`config.mk`:
```
export PLATFORM = sky130hd
export DESIGN_NAME = wk_coef_bank
export DESIGN_NICKNAME = d
export VERILOG_FILES = /design/src/rtl/wk_coef_bank.sv
export SDC_FILE = /design/constraint.sdc
export NUM_CORES = 2
export LEC_CHECK = 0
export CORE_MARGIN = 3
export CORE_UTILIZATION = 46
export DETAILED_ROUTE_END_ITERATION = 10
export SLEW_MARGIN = 0
export SYNTH_ARGS = -nofsm -noshare
export SYNTH_HDL_FRONTEND = slang
export SYNTH_SLANG_ARGS = --single-unit
```
`constraint.sdc`:
```
create_clock -name CS -period 22.1 [get_ports CS]
set_input_delay 2.21 -clock CS [delete_from_list [all_inputs] [get_ports CS]]
set_output_delay 2.21 -clock CS [all_outputs]
set_load 0.01 [all_outputs]
```
`src/rtl/wk_coef_bank.sv`:
```
// Loadable coefficient store: self-initialising RAM with runtime writes and stallable burst reads.
// Optional parity protection is enabled with `define COEF_PARITY_EN.
module wk_coef_bank #(
  parameter int unsigned WIDTH     = 8,
  parameter int unsigned ADDR_W    = 8,
  parameter int unsigned LEN_W     = 8,
  parameter int unsigned DEFAULT_W = 2
) (
  input  logic              CS,
  input  logic              rst,
  input  logic              cen,
  input  logic              wr_en,
  input  logic [ADDR_W-1:0] wr_addr,
  input  logic [WIDTH-1:0]  wr_data,
  input  logic              wr_inj_err,
  input  logic              rd_req,
  input  logic [ADDR_W-1:0] rd_addr,
  input  logic [LEN_W-1:0]  rd_len,
  output logic              busy,
  output logic [WIDTH-1:0]  Wkp,
  output logic              rd_valid,
  output logic              rd_last,
  output logic              rd_perr
);

  localparam int unsigned DEPTH = 1 << ADDR_W;

  typedef enum logic [1:0] {
    ST_INIT  = 2'd0,
    ST_IDLE  = 2'd1,
    ST_BURST = 2'd2
  } state_t;

  state_t            state;
  state_t            state_nxt;
  logic [ADDR_W-1:0] init_cnt;
  logic [ADDR_W-1:0] ptr;
  logic [LEN_W-1:0]  cnt;
  logic              issue_c;
  logic              accept_c;
  logic              wr_ok_c;
  logic [WIDTH-1:0]  mem [DEPTH];

  // State register
  always_ff @(posedge CS) begin
    if (rst) state <= ST_INIT;
    else     state <= state_nxt;
  end

  // Next-state and per-cycle control decode
  always_comb begin
    state_nxt = state;
    issue_c   = 1'b0;
    accept_c  = 1'b0;
    wr_ok_c   = 1'b0;
    case (state)
      ST_INIT: begin
        if (init_cnt == ADDR_W'(DEPTH - 1)) state_nxt = ST_IDLE;
      end
      ST_IDLE: begin
        wr_ok_c = wr_en;
        if (rd_req) begin
          accept_c  = 1'b1;
          state_nxt = ST_BURST;
        end
      end
      ST_BURST: begin
        wr_ok_c = wr_en;
        if (!cen) begin
          issue_c = 1'b1;
          if (cnt == '0) state_nxt = ST_IDLE;
        end
      end
      default: state_nxt = ST_INIT;
    endcase
  end

  // Init sweep counter and burst pointer/length
  always_ff @(posedge CS) begin
    if (rst) begin
      init_cnt <= '0;
      ptr      <= '0;
      cnt      <= '0;
    end else begin
      if (state == ST_INIT) init_cnt <= init_cnt + ADDR_W'(1);
      if (accept_c) begin
        ptr <= rd_addr;
        cnt <= rd_len;
      end else if (issue_c) begin
        ptr <= ptr + ADDR_W'(1);
        cnt <= cnt - LEN_W'(1);
      end
    end
  end

  // Single write port shared by the init sweep and runtime writes
  always_ff @(posedge CS) begin
    if (!rst) begin
      if (state == ST_INIT)
        mem[init_cnt] <= (init_cnt == '0) ? '0 : WIDTH'(DEFAULT_W);
      else if (wr_ok_c)
        mem[wr_addr] <= wr_data;
    end
  end

  // Registered read port; Wkp holds when nothing is issued
  always_ff @(posedge CS) begin
    if (rst) begin
      Wkp      <= '0;
      rd_valid <= 1'b0;
      rd_last  <= 1'b0;
      busy     <= 1'b1;
    end else begin
      if (issue_c) Wkp <= mem[ptr];
      rd_valid <= issue_c;
      rd_last  <= issue_c && (cnt == '0);
      busy     <= (state_nxt != ST_IDLE);
    end
  end

`ifdef COEF_PARITY_EN
  logic par_mem [DEPTH];

  // Even-parity bit per entry; injection stores it inverted
  always_ff @(posedge CS) begin
    if (!rst) begin
      if (state == ST_INIT)
        par_mem[init_cnt] <= (init_cnt == '0) ? 1'b0 : ^(WIDTH'(DEFAULT_W));
      else if (wr_ok_c)
        par_mem[wr_addr] <= (^wr_data) ^ wr_inj_err;
    end
  end

  always_ff @(posedge CS) begin
    if (rst) rd_perr <= 1'b0;
    else     rd_perr <= issue_c && ((^mem[ptr]) != par_mem[ptr]);
  end
`else
  logic unused_inj_err;
  assign unused_inj_err = wr_inj_err;
  assign rd_perr        = 1'b0;
`endif

endmodule

```
== Yosys cells after proc, flatten, opt, wreduce, memory -nomap -nowiden ==
Memories as Yosys holds them, arrays and structs flattened. A register that Yosys moved wholly into a read port is not among the register bits.
Cells that the tools add are included.
W data, S select, Z words.

* Register bits after elaboration: 29
* Bits in writable memories: 2048
* Bits of input ports: 38
* Output and inout bits: 12
* Word-level logic and storage cells: 47
* Memories kept: 1

{| class="wikitable"
|+ Memory list
! memory !! depth !! bits a word !! rd ports !! clocked after memory_dff !! write ports !! RTL line !! RTL
|-
| mem || 256 || 8 || 1 || 1 || 1 || 42 || <nowiki>logic [WIDTH-1:0] mem [DEPTH];</nowiki>
|}

* $add $sub $neg: 3
* Eq/ne operators: 4
* Muxes and demuxes: 25
* Reductions and logical operators: 7

{| class="wikitable"
|+ Operator list
! kind !! count
|-
| $mux W8 || 6
|-
| $add A8 B1 Y8 const B || 2
|-
| $logic_not A8 Y1 || 2
|-
| $mux W1 || 13
|-
| $mux W2 || 5
|-
| $eq A8 B8 Y1 const B || 1
|-
| $reduce_or A8 Y1 || 1
|-
| $sub A8 B1 Y8 const B || 1
|-
| $pmux W2 S3 || 1
|-
| $eq A2 B1 Y1 const B || 1
|-
| $eq A2 B2 Y1 const B || 1
|-
| $logic_not A2 Y1 || 1
|-
| $ne A2 B1 Y1 const B || 1
|-
| $reduce_bool A2 Y1 || 1
|-
| $reduce_or A2 Y1 || 1
|-
| $logic_and A1 B1 Y1 || 1
|}

== Longest topological paths before layout ==
* Word-level depth: 9
* Mapped depth: 13
* Gate-level depth less buffers: 9

== Least setup slack after synthesis ==
No wires, ideal clock.

* Path kind: input -> register
* Start: in wr_en
* End: mem mem[0][1] (data pin)
* Setup time: 1708 ps
* Arrival: 10362 ps
* Required time: 20392 ps
* Path slack: 10030 ps
* Stages on the path: 4
* Buffers on the path: 1
* Cell sequence: nand2_1 or3_1 clkbuf_1 a41oi_1

* Longest elaborated chain between the ends: 7

{| class="wikitable"
|+ RTL lines
! item !! RTL line !! RTL
|-
| from (decl) || 12 || <nowiki>input logic wr_en,</nowiki>
|-
| $mux W1 || 56 || <nowiki>case (state)</nowiki>
|-
| $mux W1 || 101 || <nowiki>else if (wr_ok_c)</nowiki>
|-
| $mux W1 || 99 || <nowiki>if (state == ST_INIT)</nowiki>
|-
| $mux W1 || 98 || <nowiki>if (!rst) begin</nowiki>
|-
| $mux W1 (implied by the code) || 102 || <nowiki>mem[wr_addr] <= wr_data;</nowiki>
|-
| $reduce_or A8 Y1 (no line) || -- ||
|-
| $mux W8 (no line) || -- ||
|-
| to (decl) || 42 ||
|}

No other way between the ends.

== Worst setup path in the final report ==
* Start: in wr_en
* End: mem mem[113][7], enable pin

* Longest elaborated chain between the ends: 7
* Elaborated cells between the ends (all ways): 8
* Those cells by class: 7 x mux; 1 x reduce/logical

{| class="wikitable"
|+ RTL lines
! item !! RTL line
|-
| $mux W1 (*) || 56
|-
| $mux W1 (*) || 101
|-
| $mux W1 (*) || 99
|-
| $mux W1 (*) || 98
|-
| $mux W1 (implied by the code) (*) || 102
|-
| $reduce_or A8 Y1 (no line) || --
|-
| $mux W8 (no line) / $mux W1 (equally long branches) || --
|}

Mark *: on every way between the ends. The rest lies on a longest branch, timed or not.

==> impl_summary.md <==
Timing
The measured slew at the worst slew-check pin is 1.31 ns. The number of max-slew violations in the final report came to 0. The setup violation total in the final timing report is 0. After layout, the minimum clock period comes to 5.93 ns. The total count of hold-check failures in the final report is 0. In the final timing run, aggregate negative setup slack is 0 ns. Across all setup checks in the final design, the least slack found is 16.17 ns. Between clock sinks in the finished design, the worst skew comes to 0.0343 ns. The fraction of the cycle the final worst path needs is 26.9%. The worst pin sits at a relative slew slack of 12.8%. The top achievable clock speed is 169 MHz.

Setup repair after global routing left no endpoint under its margin.

Global route
The wire length of the first global-routing pass is 304,000 um. For this run, the total global-route usage over all layers was measured as 23.3%. The initial antenna violation count is 5. The pin count of the biggest net entering global routing is 193. After global routing the overflow that remains totals 0. The via count of the first global-routing pass came to 40,200.

Yosys
The Yosys warning count is 0. The synthesized design contains 2,048 enable-type register cells. Synthesis produced a netlist with a net count of 3,984.

The cell area after synthesis is 81,900 um2. The average footprint of a synthesized cell is 20.8 um2. The synthesized instance count is 3,937. The distinct cell type count after synthesis is 79. Of the synthesized area, sequential elements account for 76.0%. The total of flip-flops plus latches after synthesis is 2,085. After synthesis, the share of flip-flops with an asynchronous set or reset is 0%. The most used flip-flop cell after synthesis is sky130_fd_sc_hd__edfxtp_1.

Power and ir drop
The highest ir drop seen on vdd is 0.0676 mV. In this run the static leakage power is 31.2 nW. Dividing total power by cell area gives a power density of 84.3 nW/um2. Summing internal, switching and leakage power gives 0.00767 W.

Clock tree
The root buffer cell chosen for the clock tree is sky130_fd_sc_hd__clkbuf_16. The clock drives 2,085 sinks. For this design, the CTS-stage hold fixing added 0 buffers.

Counting along the longest clock path gives a buffer depth of 3. Once the clock tree was built, the resizer swapped 0 gates to a different size. The CTS clock-pin slew for the worst setup and hold paths is 0.06 ns. The clock tree synthesis step divided the H-tree into 4 levels.

The clock buffer count from CTS is 206. After clock tree synthesis, the setup repair step added 0 buffers. The later pin in the worst-skew pair is clocked with a latency of 0.82 ns. The TritonCTS clock tree is done.

Worst setup path
The maximum single-stage delay on the critical path is 0.83 ns. The critical path is of the in -> reg type. STA classifies the critical path startpoint as a primary input.

Data on the critical path arrives at its endpoint at 6.37 ns. Along the worst path, the maximum fanout reaches 13. The kind of end point of the critical path is a flip-flop. Traced cell by cell, the critical path runs through clkdlybuf4s50_1, nand2_1, or3_1, o31ai_1, nand3_1, buf_4, nor2_1.

The slowest cell on the critical path is sky130_fd_sc_hd__o31ai_1. The required time reported for the critical path endpoint is 22.53 ns.

Cells and area
Fill cells in the final layout number 13,800. The count of cells in the finished layout, fillers not included, comes to 6,560. The final layout net count is 4,094. The leading cell type in the layout, fill and taps excluded is sky130_fd_sc_hd__edfxtp_1. The post-route netlist has 21.7% of its cells at a drive strength greater than 1. In the layout the commonest cells are sky130_fd_sc_hd__edfxtp_1, sky130_fd_sc_hd__mux4_2, sky130_fd_sc_hd__nor2_1, sky130_fd_sc_hd__clkbuf_16, sky130_fd_sc_hd__mux2i_1. The layout overhead on the synthesized area is 11.0%.

Floorplanning
The number of placement rows is 154. The die footprint is 183,000 um2. The initial standard-cell utilization of the core is 46.4%. The chip width is 428 um. In this run the standard cell core region covers 177,000 um2. The floorplan die height is 428 um.

The number of top-level design ports is 50.

Place
After legalization and detailed placement, the total HPWL measured 128,000 um. The count of buffers added on input and output ports is 47. The number of instances in the placed design is 6,179. Before CTS, the worst setup slack after placement is 15.44 ns. The final RePlAce weighted congestion is 0.831.

Route
The first TritonRoute pass finished after 5 iterations. Dividing the detail-routed via count by the number of cells gives 6.18. Dividing the detail-routed wire length by the instance count gives 32.7 um. Once detail routing completed, the nets flagged for antenna violations numbered 0.

The routed layout has 40,500 vias. In this run, the number of DRC markers left after iteration 0 of detailed routing was 4,949. In the routed design, unresolved DRC markers number 0. After detailed routing, the total wire length is 215,000 um.

Job
Across the run, the number of max-cap violations was 0.

Status
The flow ran to the end, and the final reports show no timing, DRC or antenna violations.

Hold path
The type of the tightest min-delay check is reg -> reg.
through the flow:
step                      area [um2]  hold WS [ns]  utilization, %
after global routing           90900         0.605            51.5
after detailed placement       84700         0.563            47.9
final                          91000         0.575            51.5
after floorplan                81900         0.506               -
after global placement         84700         0.563            47.9
after CTS                      90900         0.574            51.5
where the power goes:
group,leakage [nW],total [W],switching [W],internal [W]
registers,23.0,0.00430,0.00000137,0.00430
logic,5.18,0.0000660,0.0000521,0.0000139
clock network,3.05,0.00330,0.00145,0.00185
total,31.2,0.00767,0.00151,0.00616
routing by layer:
metal	track usage (%)	vias up	share of wire (%)
li1	-	16600	-
met1	33.5	21900	41
met2	36.4	1670	47
met3	3.91	351	7.6
met4	8.41	2	3.9
met5	0	-	0.0061
sequential cells by signal (all words and copies together) (netlist names):
signal    cells
rd_valid      1
state         2
mem        2048
cnt           8
Wkp           8
ptr           8
busy          1
rd_last       1
init_cnt      8
logic make-up (layout without fill, tap and decap cells):
kind of cell | after synthesis | count (layout) | share of synthesized area, %
buf+inv | 253 | 531 | 1.99
compound gates | 351 | 351 | 3.09
other cells | 1 | 6 | 0.00458
xor+xnor | 20 | 20 | 0.214
simple gates | 575 | 575 | 3.06
mux | 643 | 643 | 15.5
flops | 2085 | 2085 | 76.0
fa+ha+maj | 9 | 9 | 0.137
worst max-delay path, delay by kind of cell:
family	cells	cell delay, ns
and+or+nand+nor	4	2.26
AOI/OAI and AO/OA	1	0.83
buffers and inverters	2	1.04
cell usage after synthesis (12+ instances only):
cell type                     n  area (um2)
sky130_fd_sc_hd__a221oi_1    25         219
sky130_fd_sc_hd__nor2_1     317        1190
sky130_fd_sc_hd__dfxtp_1     37         741
sky130_fd_sc_hd__buf_2       69         345
sky130_fd_sc_hd__clkbuf_1    88         330
sky130_fd_sc_hd__inv_1       14        52.6
sky130_fd_sc_hd__edfxtp_1  2048       61500
sky130_fd_sc_hd__a211oi_1    20         150
sky130_fd_sc_hd__mux2i_1    138        1380
sky130_fd_sc_hd__a21oi_1     62         310
sky130_fd_sc_hd__mux4_2     500       11300
sky130_fd_sc_hd__nand3b_1    16         120
sky130_fd_sc_hd__o21ai_0     31         155
sky130_fd_sc_hd__o21ai_1     13        65.1
sky130_fd_sc_hd__buf_4       21         158
sky130_fd_sc_hd__buf_12      16         320
sky130_fd_sc_hd__a22oi_1     74         556
sky130_fd_sc_hd__nand2_1    107         402
sky130_fd_sc_hd__buf_6       27         304
sky130_fd_sc_hd__a31oi_1     13        81.3
sky130_fd_sc_hd__o22ai_1     17         106
sky130_fd_sc_hd__xnor2_1     12         105
sky130_fd_sc_hd__nand3_1     54         270
path summary, 6_finish.rpt:
kind	from	end	slack, ns	depth (start not counted)
worst max register to register	ptr[1]	Wkp[7]	16.28	9
worst max-delay path	wr_en	mem[113][7]	16.17	7
worst min-delay path	cnt[7]	cnt[7]	0.58	2
worst min register to register	cnt[7]	cnt[7]	0.58	2
final cells by class:
cell class / instances / area, um2 / area share (%)
Sequential cell: 2085 / 62300 / 68.4
Multi-Input combinational cell: 1599 / 18200 / 20.0
Clock buffer: 276 / 5550 / 6.11
Tap cell: 2340 / 2930 / 3.22
Timing Repair Buffer: 139 / 1260 / 1.38
Clock inverter: 100 / 694 / 0.763
Inverter: 16 / 65.1 / 0.0715
Antenna cell: 5 / 12.5 / 0.0138
(Power assumes the default switching activity.)
